[src/rtl/btn_pkg.sv]
// Shared constants for the push-button conditioning block: channel indices,
// default channel count and the per-channel debounce state encoding.
package btn_pkg;

  localparam int NUM_BTN_DEFAULT = 4;

  localparam int BTN_U = 0;
  localparam int BTN_R = 1;
  localparam int BTN_D = 2;
  localparam int BTN_L = 3;

  localparam logic [1:0] IDLE            = 2'd0;
  localparam logic [1:0] CONFIRM_PRESS   = 2'd1;
  localparam logic [1:0] HELD            = 2'd2;
  localparam logic [1:0] CONFIRM_RELEASE = 2'd3;

endpackage

[src/rtl/btn_debounce_chan.sv]
// One button channel: two-flop synchroniser, stability FSM and counter.
// Auto-repeat of press pulses while held is enabled by BTN_AUTOREPEAT_EN.
module btn_debounce_chan
  import btn_pkg::*;
#(
  parameter int DEBOUNCE_CYCLES = 1000000
`ifdef BTN_AUTOREPEAT_EN
  ,
  parameter int REPEAT_DELAY = 50000000,
  parameter int REPEAT_RATE  = 10000000
`endif
) (
  input  logic clk,
  input  logic reset,
  input  logic raw,
  output logic clean,
  output logic press,
  output logic release_pulse
);

  localparam int CNT_W = $clog2(DEBOUNCE_CYCLES + 1);
  localparam logic [CNT_W-1:0] CNT_LAST  = CNT_W'(DEBOUNCE_CYCLES - 1);
  // With a one-cycle debounce the confirm states must accept on entry.
  localparam logic [CNT_W-1:0] CNT_FIRST = (DEBOUNCE_CYCLES > 1) ? CNT_W'(1) : '0;

`ifdef BTN_AUTOREPEAT_EN
  localparam int REP_W = $clog2(REPEAT_DELAY + 1);
  localparam logic [REP_W-1:0] REP_FIRE   = REP_W'(REPEAT_DELAY - 1);
  localparam logic [REP_W-1:0] REP_RELOAD = REP_W'(REPEAT_DELAY - REPEAT_RATE);
  logic [REP_W-1:0] rep_cnt;
`endif

  logic [1:0]       sync_ff;
  logic             sync;
  logic [1:0]       state;
  logic [CNT_W-1:0] cnt;

  assign sync = sync_ff[1];

  always_ff @(posedge clk or posedge reset) begin
    if (reset) begin
      sync_ff <= '0;
    end else begin
      sync_ff <= {sync_ff[0], raw};
    end
  end

  always_ff @(posedge clk or posedge reset) begin
    if (reset) begin
      state         <= IDLE;
      cnt           <= '0;
      clean         <= 1'b0;
      press         <= 1'b0;
      release_pulse <= 1'b0;
`ifdef BTN_AUTOREPEAT_EN
      rep_cnt       <= '0;
`endif
    end else begin
      press         <= 1'b0;
      release_pulse <= 1'b0;
      case (state)
        IDLE: begin
          if (sync) begin
            state <= CONFIRM_PRESS;
            cnt   <= CNT_FIRST;
          end
        end
        CONFIRM_PRESS: begin
          if (!sync) begin
            state <= IDLE;
            cnt   <= '0;
          end else if (cnt == CNT_LAST) begin
            state <= HELD;
            cnt   <= '0;
            clean <= 1'b1;
            press <= 1'b1;
`ifdef BTN_AUTOREPEAT_EN
            rep_cnt <= '0;
`endif
          end else begin
            cnt <= cnt + 1'b1;
          end
        end
        HELD: begin
          if (!sync) begin
            state <= CONFIRM_RELEASE;
            cnt   <= CNT_FIRST;
`ifdef BTN_AUTOREPEAT_EN
            rep_cnt <= '0;
          end else if (rep_cnt == REP_FIRE) begin
            // Reload so the next pulse lands REPEAT_RATE cycles later.
            press   <= 1'b1;
            rep_cnt <= REP_RELOAD;
          end else begin
            rep_cnt <= rep_cnt + 1'b1;
`endif
          end
        end
        CONFIRM_RELEASE: begin
          if (sync) begin
            state <= HELD;
            cnt   <= '0;
          end else if (cnt == CNT_LAST) begin
            state         <= IDLE;
            cnt           <= '0;
            clean         <= 1'b0;
            release_pulse <= 1'b1;
          end else begin
            cnt <= cnt + 1'b1;
          end
        end
        default: begin
          state <= IDLE;
          cnt   <= '0;
        end
      endcase
    end
  end

endmodule

[src/rtl/button_debouncer.sv]
// Debounces the four board push-buttons (bit 0=U, 1=R, 2=D, 3=L) into clean
// levels plus press/release pulses; BTN_AUTOREPEAT_EN adds held-key repeat.
module button_debouncer
  import btn_pkg::*;
#(
  parameter int NUM_BTN         = NUM_BTN_DEFAULT,
  parameter int DEBOUNCE_CYCLES = 1000000
`ifdef BTN_AUTOREPEAT_EN
  ,
  parameter int REPEAT_DELAY = 50000000,
  parameter int REPEAT_RATE  = 10000000
`endif
) (
  input  logic               clk,
  input  logic               reset,
  input  logic [NUM_BTN-1:0] btn_raw,
  output logic [NUM_BTN-1:0] btn_clean,
  output logic [NUM_BTN-1:0] btn_press,
  output logic [NUM_BTN-1:0] btn_release
);

  // Channels are fully independent; any priority is resolved downstream.
  for (genvar i = 0; i < NUM_BTN; i++) begin : g_chan
    btn_debounce_chan #(
      .DEBOUNCE_CYCLES(DEBOUNCE_CYCLES)
`ifdef BTN_AUTOREPEAT_EN
      ,
      .REPEAT_DELAY(REPEAT_DELAY),
      .REPEAT_RATE (REPEAT_RATE)
`endif
    ) u_chan (
      .clk          (clk),
      .reset        (reset),
      .raw          (btn_raw[i]),
      .clean        (btn_clean[i]),
      .press        (btn_press[i]),
      .release_pulse(btn_release[i])
    );
  end

endmodule

[config.mk]
export PLATFORM = sky130hd
export DESIGN_NAME = button_debouncer
export DESIGN_NICKNAME = d
export VERILOG_FILES = /design/src/rtl/btn_pkg.sv /design/src/rtl/btn_debounce_chan.sv /design/src/rtl/button_debouncer.sv
export SDC_FILE = /design/constraint.sdc
export NUM_CORES = 1
export LEC_CHECK = 0
export ABC_AREA = 1
export CAP_MARGIN = 20
export CORE_ASPECT_RATIO = 1.4
export CORE_MARGIN = 4
export CORE_UTILIZATION = 56
export DETAILED_ROUTE_END_ITERATION = 10
export MAX_ROUTING_LAYER = met4
export PLACE_DENSITY_LB_ADDON = 0.12
export SKIP_CTS_REPAIR_TIMING = 1
export SLEW_MARGIN = 25
export SYNTH_ARGS = -nofsm -noshare
export SYNTH_HDL_FRONTEND = slang
export SYNTH_HIERARCHICAL = 1
export SYNTH_SLANG_ARGS = --single-unit
[constraint.sdc]
create_clock -name clk -period 1.6 [get_ports clk]
set_clock_uncertainty 0.1 [all_clocks]
set_input_delay 0.48 -clock clk [delete_from_list [all_inputs] [get_ports clk]]
set_output_delay 0.48 -clock clk [all_outputs]
set_load 0.005 [all_outputs]
==> metrics.txt <==
initial core utilization 0.580; failing checks negative setup slack; Final Hold Vio Count 0; gpl congestion 0.926; Via density 5.49; final hold slack 0.253 ns; CP Data Arrival Time 1.78 ns; status complete, but fails checks; area post-placement 0.00731 mm²; CP Capture Type flip-flop; Total Routing Usage GR 0.238; Final Slew Violations 0; Die Footprint 0.0137 mm²; Post-synth EDFFs 0; wire per inst 14.7 µm; final layout net count 958; worst-case clock buffer depth 2; setup ws final -0.0564 ns; max frequency 604 MHz; sequential element share of the synthesized area 0.407; clock-pin slew on the worst setup and hold paths 0.07 ns; Die Wd 100 µm; Fill cells 862; layout cells sized above 1 0.289; cells after synthesis 861; DP Wirelength 11000 µm; # DRC 0; area occupied by registers 0.00271 mm²; max cap viols 0; Max VDD drop 1150 µV; Initial DRT Pass Iterations 4; Overflow after GRT 0; final instance area 0.00828 mm²; CTS root buf clkbuf_16; Pleak 3.80 nW; initial antenna violation count 0; number of global-route vias before repair 5881; crit path kind reg2reg; DRT iter0 DRCs 317; Design Power 8.36 mW; Distinct cells, synth 29; Final Core Density 0.723; post-synthesis net count 871; Die Y 137 µm; Post-synth ARST share 1.00; largest area contributor in the netlist dfrtp_1; via count 6024; final period demand of the worst path 1.66 ns; ANT nets after route 0; synth-to-layout area growth 24.6%; core area 0.0115 mm²; I/O pins 18; Ys Warns 6; post-synthesis cell area 0.00665 mm²; Antenna diodes 0; post-synth top area share 0.407; dominant cells by area after synthesis dfrtp_1, nand2_1, nand3_2; Top delay family on crit path simple AND/OR/NAND/NOR gates; power density over cell area 1010 mW/mm²; syn_area_per_cell 7.72 µm²; number of buffers added by the clock tree synthesis step 9; endpoints failing setup 10; CTS tree done; Critical Path RT 1.72 ns; unrepaired setup endpoints after global routing yes; first-pass GRT wire length 26000 µm; CTS Sinks 108; Crit path buffers/inverters 2; Least-Margin Pin Slew 0.503 ns; Port Buf Inserts 17; final WL 16200 µm; Slowest-stage cell, CP dfrtp_1; slowest stage delay, CP 0.42 ns; Rel. slew slack 0.664; ys flop type dfrtp_1; worst hold path type reg2reg; startpoint types flip-flop; Worst-Skew Late Latency 0.35 ns; row cnt 46; #FFs+latches synth 108; largest net degree at the start of global routing 28; H-tree depth 3; critical-path cell list ha_4, nand2_4, nor2_4, buf_12, nand3_4, nand2_4, buf_12, o22ai_1; Crit Path Max Fanout 8; Final Cycle Share 1.04; area of the multi-input gates 0.00385 mm²
-- final timing paths --
kind                            depth (start not counted)                                    end  slack [ns]                                   from
max in group asynchronous                               3   g_chan[2].u_chan/cnt[15]$_DFFE_PP0P_        0.71                                  reset
min in group asynchronous                               3   g_chan[3].u_chan/cnt[16]$_DFFE_PP0P_        0.51                                  reset
worst min-delay path                                    0  g_chan[2].u_chan/sync_ff[1]$_DFF_PP0_        0.25  g_chan[2].u_chan/sync_ff[0]$_DFF_PP0_
worst min register to register                          0  g_chan[2].u_chan/sync_ff[1]$_DFF_PP0_        0.25  g_chan[2].u_chan/sync_ff[0]$_DFF_PP0_
worst max register to register                          8    g_chan[3].u_chan/cnt[3]$_DFFE_PP0P_       -0.06    g_chan[3].u_chan/cnt[0]$_DFFE_PP0P_
worst max-delay path                                    8    g_chan[3].u_chan/cnt[3]$_DFFE_PP0P_       -0.06    g_chan[3].u_chan/cnt[0]$_DFFE_PP0P_
-- worst reg2reg max path, delay by kind of cell, from the launching register on --
family          cells  cell delay (ns)
buf+inv             2             0.27
flops               1             0.42
compound gates      1             0.07
simple gates        4             0.49
fa+ha+maj           1             0.18
-- synthesized netlist by cell type, drive strengths merged (4+ instances only) --
master and instances:
a21o 6, buf 7, dfrtp 108, ha 4, inv 97, nand2 275, nand3 102, nand4 16
nor2 148, nor3 4, o21ai 25, o21bai 9, o22ai 25, or2 4, xnor2 4, xor2 19
-- area by class of cell --
type | count | area share
sequential | 108 | 0.328
clock buffer | 9 | 0.0272
tap | 144 | 0.0218
clock inverter | 7 | 0.00922
multi-input combinational | 650 | 0.465
inverter | 97 | 0.0447
timing repair buffer | 82 | 0.104
-- flip-flops by register name, indices dropped and copies added, names as in the netlist, named ones only --
name and flops:
g_chan.u_chan/clean 4, g_chan.u_chan/cnt 80, g_chan.u_chan/press 4, g_chan.u_chan/release_pulse 4, g_chan.u_chan/state 4, g_chan.u_chan/sync_ff 8
-- power by group --
| group | switching (mW) | internal, mW |
|---|---|---|
| registers | 0.211 | 2.94 |
| logic | 1.75 | 1.20 |
| clock network | 1.04 | 1.22 |
| total | 3.00 | 5.36 |
-- layout by cell type, fill, tap and decap left out, types with 16 or more instances in the layout --
master / synthesis / final
nand3_1: 52 / 39
nand2_2: 42 / 36
nand2_1: 232 / 229
nor2_2: 5 / 26
xor2_1: 19 / 19
nand4_1: 16 / 16
o21ai_0: 24 / 19
buf_4: 0 / 50
o22ai_1: 25 / 23
dfrtp_1: 108 / 100
nor2_4: 14 / 20
nor2_1: 126 / 100
nand3_2: 50 / 56
inv_1: 91 / 84
-- layer usage --
layer  track usage  up-vias  share of wire
met5             -        -              0
met4         0.106        0          0.025
met3        0.0423       41          0.036
met2         0.406      153           0.53
met1         0.274     2895           0.40
li1              -     2935              -
-- kinds of logic after synthesis --
group                      synth area share
xor gates and xnor gates             0.0303
buffers and inverters                0.0668
AOI/OAI and AO/OA                    0.0653
DFF                                   0.407
and+or+nand+nor                       0.419
adders and majority gates           0.00753
muxes                               0.00452
-- through the flow --
step | setup slack (ns) | cells | setup TNS [ns]
floorplan | 0.0873 | 861 | 0
global placement | -0.0361 | 1057 | -0.0945
detailed placement | -0.0887 | 1057 | -2.12
CTS | -0.223 | 1073 | -5.17
global route | -0.130 | 1097 | -2.36
finish | -0.0564 | 1097 | -0.336
Note: power is estimated with default switching activity, not from simulation.
